[config.mk]
export PLATFORM = sky130hd
export DESIGN_NAME = read_guard
export DESIGN_NICKNAME = d
export VERILOG_FILES = /design/src/rtl/guard_pkg.sv /design/src/rtl/rd_entry_counter.sv /design/src/rtl/read_guard.sv
export SDC_FILE = /design/constraint.sdc
export NUM_CORES = 1
export LEC_CHECK = 0
export CAP_MARGIN = 5
export CORE_MARGIN = 2
export CORE_UTILIZATION = 40
export CTS_CLUSTER_DIAMETER = 40
export DETAILED_ROUTE_END_ITERATION = 10
export PLACE_DENSITY_LB_ADDON = 0.05
export RECOVER_POWER = 25
export SLEW_MARGIN = 15
export SYNTH_ARGS = -nofsm -noshare
export SYNTH_HDL_FRONTEND = slang
export SYNTH_SLANG_ARGS = --single-unit
[constraint.sdc]
create_clock -name clk_i -period 6 [get_ports clk_i]
set_clock_uncertainty 0.2 [all_clocks]
set_input_delay 1.2 -clock clk_i [delete_from_list [all_inputs] [get_ports clk_i]]
set_output_delay 1.2 -clock clk_i [all_outputs]
set_load 0.02 [all_outputs]
[src/rtl/guard_pkg.sv]
// Types shared by the AXI guard blocks: cause bit positions and snooped read-channel structs.
package guard_pkg;

  typedef enum logic [1:0] {
    CAUSE_TIMEOUT  = 2'd0,
    CAUSE_OVERFLOW = 2'd1,
    CAUSE_UNEXP_R  = 2'd2
  } rd_cause_e;

  typedef logic [3:0] axi_id_t;

  typedef struct packed {
    axi_id_t id;
  } ar_chan_t;

  typedef struct packed {
    axi_id_t id;
    logic    last;
  } r_chan_t;

  typedef struct packed {
    logic     ar_valid;
    ar_chan_t ar;
    logic     r_ready;
  } rd_req_t;

  typedef struct packed {
    logic    ar_ready;
    logic    r_valid;
    r_chan_t r;
  } rd_rsp_t;

endpackage

[src/rtl/rd_entry_counter.sv]
// One tracking-table slot: owns an ID, its outstanding read count and the budget countdown.
module rd_entry_counter #(
  parameter int IdW      = 4,
  parameter int NumW     = 4,
  parameter int CntWidth = 10
) (
  input  logic                clk_i,
  input  logic                rst_ni,
  input  logic                flush,
  input  logic                hold,
  input  logic                tick,
  input  logic                alloc,
  input  logic                inc,
  input  logic                dec,
  input  logic [IdW-1:0]      id_in,
  input  logic [CntWidth-1:0] budget,
  output logic                free,
  output logic [IdW-1:0]      id,
  output logic [NumW-1:0]     num_txn,
  output logic                timeout
);

  typedef struct packed {
    logic                free;
    logic [IdW-1:0]      id;
    logic [NumW-1:0]     num_txn;
    logic [CntWidth-1:0] cnt;
  } id_track_t;

  localparam id_track_t TrackIdle = '{free: 1'b1, id: '0, num_txn: '0, cnt: '0};

  id_track_t q;

  assign free    = q.free;
  assign id      = q.id;
  assign num_txn = q.num_txn;
  assign timeout = !q.free && (q.cnt == '0);

  // An expiring entry is released even if it is hit by a handshake in the same cycle.
  always_ff @(posedge clk_i or negedge rst_ni) begin
    if (!rst_ni) begin
      q <= TrackIdle;
    end else if (flush || (!hold && timeout)) begin
      q <= TrackIdle;
    end else if (!hold) begin
      if (alloc) begin
        q.free    <= 1'b0;
        q.id      <= id_in;
        q.num_txn <= NumW'(1);
        q.cnt     <= budget;
      end else if (!q.free) begin
        if (dec && inc) begin
          q.cnt <= budget;
        end else if (dec) begin
          if (q.num_txn == NumW'(1)) begin
            q <= TrackIdle;
          end else begin
            q.num_txn <= q.num_txn - NumW'(1);
            q.cnt     <= budget;
          end
        end else begin
          if (inc) q.num_txn <= q.num_txn + NumW'(1);
          if (tick && q.cnt != '0) q.cnt <= q.cnt - CntWidth'(1);
        end
      end
    end
  end

endmodule

[src/rtl/read_guard.sv]
// Passive AXI read watchdog: snoops AR/R handshakes, times outstanding reads per ID,
// and raises sticky irq / reset request on timeout, table overflow or unexpected R.
module read_guard
  import guard_pkg::*;
#(
  parameter int  MaxUniqIds   = 4,
  parameter int  MaxRdTxns    = 8,
  parameter int  PrescalerDiv = 1,
  parameter int  CntWidth     = 10,
  parameter type id_t         = axi_id_t,
  parameter type req_t        = rd_req_t,
  parameter type rsp_t        = rd_rsp_t
) (
  input  logic                clk_i,
  input  logic                rst_ni,
  input  logic                rd_en_i,
  input  logic [CntWidth-1:0] budget_i,
  input  req_t                mst_req_i,
  input  rsp_t                slv_rsp_i,
  input  logic                reset_clear_i,
  output logic                reset_req_o,
  output logic                irq_o,
  output logic [2:0]          irq_cause_o,
  output id_t                 err_id_o
);

  localparam int IdCap = (MaxUniqIds < MaxRdTxns) ? MaxUniqIds : MaxRdTxns;
  localparam int IW    = (IdCap > 1) ? $clog2(IdCap) : 1;
  localparam int NumW  = $clog2(MaxRdTxns + 1);
  localparam int IdW   = $bits(id_t);
  localparam int PW    = (PrescalerDiv > 1) ? $clog2(PrescalerDiv) : 1;

  function automatic logic [IW-1:0] lzc(input logic [IdCap-1:0] v);
    lzc = '0;
    for (int i = IdCap - 1; i >= 0; i--) if (v[i]) lzc = IW'(i);
  endfunction

  function automatic logic [IW-1:0] onehot_to_bin(input logic [IdCap-1:0] oh);
    onehot_to_bin = '0;
    for (int i = 0; i < IdCap; i++) if (oh[i]) onehot_to_bin |= IW'(i);
  endfunction

  logic [PW-1:0] pcnt_q;
  logic          tick, frozen, ar_act, rl_act, same, full, ovf, unexp;
  logic [IdCap-1:0] free, ar_hit, rl_hit, inc, dec, alloc, tmo_raw, tmo;
  logic [IdCap-1:0][IdW-1:0]  ent_id;
  logic [IdCap-1:0][NumW-1:0] ent_num;
  logic [IW-1:0] free_idx, ar_idx, tmo_idx;
  logic [2:0]    cause_q, new_cause;
  id_t           err_id_q, err_id_d, ar_id, r_id;

  assign tick = (pcnt_q == PW'(PrescalerDiv - 1));

  always_ff @(posedge clk_i or negedge rst_ni) begin
    if (!rst_ni)                      pcnt_q <= '0;
    else if (reset_clear_i || tick)   pcnt_q <= '0;
    else                              pcnt_q <= pcnt_q + PW'(1);
  end

  // A pending timeout freezes the whole block until software clears it.
  assign frozen = cause_q[CAUSE_TIMEOUT];
  assign ar_id  = mst_req_i.ar.id;
  assign r_id   = slv_rsp_i.r.id;
  assign ar_act = mst_req_i.ar_valid & slv_rsp_i.ar_ready & rd_en_i & ~frozen & ~reset_clear_i;
  assign rl_act = slv_rsp_i.r_valid & mst_req_i.r_ready & slv_rsp_i.r.last & ~frozen & ~reset_clear_i;

  assign full     = ~|free;
  assign free_idx = lzc(free);
  assign ar_idx   = onehot_to_bin(ar_hit);
  assign tmo      = tmo_raw & {IdCap{~frozen}};
  assign tmo_idx  = lzc(tmo);
  // AR and R-last on the same tracked ID cancel out: count unchanged, budget restarts.
  assign same     = ar_act & rl_act & (ar_id == r_id) & (|rl_hit);

  assign ovf   = ar_act & ~same &
                 ((|ar_hit) ? (ent_num[ar_idx] == NumW'(MaxRdTxns)) : full);
  assign unexp = rl_act & ~(|rl_hit);

  for (genvar i = 0; i < IdCap; i++) begin : g_ent
    assign ar_hit[i] = ~free[i] & (ent_id[i] == ar_id);
    assign rl_hit[i] = ~free[i] & (ent_id[i] == r_id);
    assign inc[i]    = ar_act & ar_hit[i] & (same | (ent_num[i] < NumW'(MaxRdTxns)));
    assign dec[i]    = rl_act & rl_hit[i];
    assign alloc[i]  = ar_act & ~(|ar_hit) & ~full & (free_idx == IW'(i));

    rd_entry_counter #(
      .IdW      (IdW),
      .NumW     (NumW),
      .CntWidth (CntWidth)
    ) u_entry (
      .clk_i   (clk_i),
      .rst_ni  (rst_ni),
      .flush   (reset_clear_i),
      .hold    (frozen),
      .tick    (tick & rd_en_i),
      .alloc   (alloc[i]),
      .inc     (inc[i]),
      .dec     (dec[i]),
      .id_in   (ar_id),
      .budget  (budget_i),
      .free    (free[i]),
      .id      (ent_id[i]),
      .num_txn (ent_num[i]),
      .timeout (tmo_raw[i])
    );
  end

  always_comb begin
    new_cause                 = '0;
    new_cause[CAUSE_TIMEOUT]  = |tmo;
    new_cause[CAUSE_OVERFLOW] = ovf;
    new_cause[CAUSE_UNEXP_R]  = unexp;
    err_id_d                  = err_id_q;
    if (cause_q == '0 && new_cause != '0) begin
      if (|tmo)     err_id_d = ent_id[tmo_idx];
      else if (ovf) err_id_d = ar_id;
      else          err_id_d = r_id;
    end
  end

  always_ff @(posedge clk_i or negedge rst_ni) begin
    if (!rst_ni) begin
      cause_q  <= '0;
      err_id_q <= '0;
    end else if (reset_clear_i) begin
      cause_q  <= '0;
      err_id_q <= '0;
    end else begin
      cause_q  <= cause_q | new_cause;
      err_id_q <= err_id_d;
    end
  end

  assign irq_cause_o = cause_q;
  assign reset_req_o = cause_q[CAUSE_TIMEOUT];
  assign irq_o       = |cause_q;
  assign err_id_o    = err_id_q;

endmodule
==> results.py <==
metrics = {
    "route": {
        "drt_iter0_markers": 387,
        "route.final.wire_length_um": 18850,
        "drt_first_pass_iters": 5,
        "vias": 5771,
        "drt-wirelength-per-cell_um": 19.00,
        "via_per_inst": 5.818,
        "detail_route.drc_violations": 0,
        "route.antenna.remaining_nets": 0,
    },
    "floorplan": {
        "die_width_um": 130.3,
        "die_height_um": 130.3,
        "fp.dieArea_um2": 16990,
        "ioPinCount": 36,
        "initial_core_utilization": 0.4063,
        "row_count": 46,
        "floorplan.core_area_um2": 15710,
    },
    "synthesis": {
        "synth_adder_area_share": 0.03920,
        "yosys.area_share.simple": 0.2376,
        "yosys_most_used_dff": "sky130_fd_sc_hd__dfrtp_1",
        "synth_enable_flop_cells": 0,
        "synth_xor_xnor_area_share": 0.08350,
        "ys_async_sr_fraction": 1.000,
        "synth.net_count": 802,
        "number_of_unique_standard_cell_types_used_by_synthesis": 80,
        "synth_top_family_by_area": "compound AO/OA/AOI/OAI gates",
        "synth.cell_area_um2": 6384,
        "synth_seq_cells": 84,
        "ys_seq_area_frac": 0.3301,
        "yosys_warnings": 0,
        "post_synth_inst_count": 755,
        "mux_contribution_to_synthesized_area": 0.02117,
        "compound_gate_portion_of_the_synthesized_area": 0.2399,
        "syn_avg_cell_area_um2": 8.455,
    },
    "clock_tree": {
        "clk_path_buf_depth": 2,
        "clk_pin_slew_worst_paths_ns": 0.06,
        "tritoncts": "done",
        "cts-resized-gates": 0,
        "root_buffer": "sky130_fd_sc_hd__clkbuf_16",
        "cts.hold.buffers_added": 0,
        "post-cts-setup-buffers": 0,
        "htree_num_levels": 3,
        "worstSkewPairLatency_ns": 0.35,
        "cts_made_buffers": 9,
        "clock-sinks": 84,
    },
    "placed_design": {
        "place.gp.congestion": 0.8733,
        "post_dp_hpwl_um": 13930,
        "placed_cells_incl_taps": 976,
        "portBuffers": 35,
    },
    "critical_path": {
        "worstPathRequired_ns": 6.07,
        "cp-end-kind": "flop",
        "path_class": "in -> reg",
        "crit_path_max_fanout": 12,
        "worst_setup_path_start_kind": "input pin",
        "arrival_ns": 4.55,
    },
    "final_layout": {
        "mostFrequentLayoutCells": "sky130_fd_sc_hd__nand2_1, sky130_fd_sc_hd__dfrtp_1, sky130_fd_sc_hd__nor2_1, sky130_fd_sc_hd__o21ai_0, sky130_fd_sc_hd__xnor2_1",
        "layout-area-overhead-vs-synth_pct": 12.19,
        "antenna-diode-count": 0,
        "post_route_cells_drive_above_1_share": 0.08119,
        "final_net_count": 818,
        "most_common_cell_after_layout_fill_and_taps_aside": "sky130_fd_sc_hd__nand2_1",
        "layout.cells.non_filler": 992,
    },
    "sta": {
        "post-route-min-period_ns": 4.480,
        "grt_setup_unrepaired": "false",
        "max_clock_freq_mhz": 223.2,
        "setup_tns_ns": 0,
        "max_transition_viols_final": 34,
        "max_slew_margin_vs_limit": -0.2621,
        "final.hold.worst_slack_ns": 0.2996,
        "fin_crit_sh": 0.7466,
        "worst-slew-pin-transition_ns": 1.893,
        "timing_hold_violations_final": 0,
        "setup_viol": 0,
    },
    "global_route": {
        "grt_pass1_wl_um": 30610,
        "number_of_antenna_violations_at_the_first_check_in_global_routing": 0,
        "grt_start_max_net_pins": 53,
        "grt_overflow": 0,
        "grt_pass1_vias": 5525,
        "track_usage": 0.2322,
    },
    "run": {
        "max_cap_viol_count": 1,
    },
    "power": {
        "vdd.ir_drop.worst_v": 0.0001598,
        "power.leakage_uw": 0.002948,
        "power_density_nw_per_um2": 247.8,
    },
    "outcome": {
        "violations": "capacitance limit, slew limit",
        "run_status": "finished with violations",
    },
    "worst_hold_path": {
        "min_delay_worst_type": "reg -> reg",
    },
}
cells by family after synthesis:
kind of cell             count (synthesis)
adder cells (fa/ha/maj)                 20
XOR/XNOR                                60
AO/OA/AOI/OAI                          214
AND/OR/NAND/NOR                        292
other                                    1
buffers and inverters                   72
flip-flops                              84
multiplexers                            12
cells in the mapped netlist (7+ instances only):
cell / instances / share of area
sky130_fd_sc_hd__nand3_1: 23 / 0.018
sky130_fd_sc_hd__a22o_1: 9 / 0.012
sky130_fd_sc_hd__buf_2: 7 / 0.0055
sky130_fd_sc_hd__buf_4: 7 / 0.0082
sky130_fd_sc_hd__nand2b_1: 10 / 0.0098
sky130_fd_sc_hd__a22oi_1: 24 / 0.028
sky130_fd_sc_hd__inv_1: 35 / 0.021
sky130_fd_sc_hd__nor2b_1: 8 / 0.0078
sky130_fd_sc_hd__o21ai_0: 47 / 0.037
sky130_fd_sc_hd__dfrtp_1: 80 / 0.31
sky130_fd_sc_hd__nand2_1: 86 / 0.051
sky130_fd_sc_hd__xnor2_1: 41 / 0.056
sky130_fd_sc_hd__a21oi_1: 35 / 0.027
sky130_fd_sc_hd__nor2_1: 65 / 0.038
sky130_fd_sc_hd__nor3_1: 32 / 0.025
sky130_fd_sc_hd__o31ai_1: 12 / 0.014
sky130_fd_sc_hd__or3_1: 8 / 0.0078
sky130_fd_sc_hd__nor4_1: 12 / 0.012
sky130_fd_sc_hd__mux2_2: 7 / 0.012
sky130_fd_sc_hd__clkbuf_1: 21 / 0.012
sky130_fd_sc_hd__xor2_1: 18 / 0.025
sky130_fd_sc_hd__o22ai_1: 9 / 0.0088
sky130_fd_sc_hd__o221ai_1: 10 / 0.014
sky130_fd_sc_hd__ha_1: 20 / 0.039
critical path: stages:
cell and delay (ns):
sky130_fd_sc_hd__clkdlybuf4s50_1 0.73, sky130_fd_sc_hd__inv_1 0.16, sky130_fd_sc_hd__o2111a_1 0.26, sky130_fd_sc_hd__nand3_1 0.35
sky130_fd_sc_hd__and4_1 0.58, sky130_fd_sc_hd__a21oi_1 0.13, sky130_fd_sc_hd__or4_1 0.66, sky130_fd_sc_hd__o31ai_1 0.33
sky130_fd_sc_hd__o2bb2ai_1 0.14
registers in the layout (all words and copies together), names as in the netlist:
signal	flops
pcnt_q	1
g_ent.u_entry.id	16
g_ent.u_entry.free	4
irq_cause_o	3
g_ent.u_entry.num_txn	16
err_id_o	4
g_ent.u_entry.q	40
layout make-up:
| type | count | area (um2) |
|---|---|---|
| multi-input cells | 599 | 3970 |
| fillers | 1562 | 8551 |
| well taps | 216 | 270.3 |
| inverters | 35 | 131.4 |
| repair buffers | 42 | 394.1 |
| flip-flops and latches | 84 | 2107 |
| clock inverters | 2 | 35.03 |
| clock buffers | 14 | 254.0 |
per-layer routing:
metal  vias to the layer above  wire length, um  global-route usage  share of wire
met5                         -                0                   0              0
met4                         0              317             0.06383          0.017
met3                        23              909             0.04018          0.048
met2                       172             8586              0.3662           0.46
met1                      2781             9034              0.3298           0.48
li1                       2795                -                   -              -
worst paths after layout:
kind / startpoint / to / slack [ns] / depth (start not counted)
min in group asynchronous: rst_ni / g_ent[3].u_entry.q[3]$_DFFE_PN0P_ / 1.16 / 1
max: mst_req_i[1] / g_ent[3].u_entry.q[5]$_DFFE_PN0P_ / 1.52 / 9
max in group asynchronous: rst_ni / g_ent[0].u_entry.id[2]$_DFFE_PN0P_ / 2.24 / 2
min: g_ent[3].u_entry.q[4]$_DFFE_PN0P_ / g_ent[3].u_entry.q[4]$_DFFE_PN0P_ / 0.30 / 2
min reg2reg: g_ent[3].u_entry.q[4]$_DFFE_PN0P_ / g_ent[3].u_entry.q[4]$_DFFE_PN0P_ / 0.30 / 2
max reg2reg: g_ent[1].u_entry.free$_DFFE_PN1P_ / g_ent[3].u_entry.q[5]$_DFFE_PN0P_ / 2.67 / 7
report_power, final:
part	internal (uW)	leakage (uW)	total, uW	switching (uW)
Combinational	224	0.00167	510	285
Clock	335	0.000141	574	239
Sequential	622	0.00114	691	68.3
Total	1180	0.00295	1770	593
per-stage QoR:
stage	utilization	instance area (um2)	total power, uW	setup WS (ns)
after floorplan	-	6384	1069	2.381
after global placement	0.4378	6879	1195	1.309
after detailed placement	0.4378	6879	1206	1.185
after CTS	0.4562	7168	1788	1.573
after global routing	0.4558	7162	1890	1.367
final	0.4558	7162	1775	1.520
(Power assumes the default switching activity.)
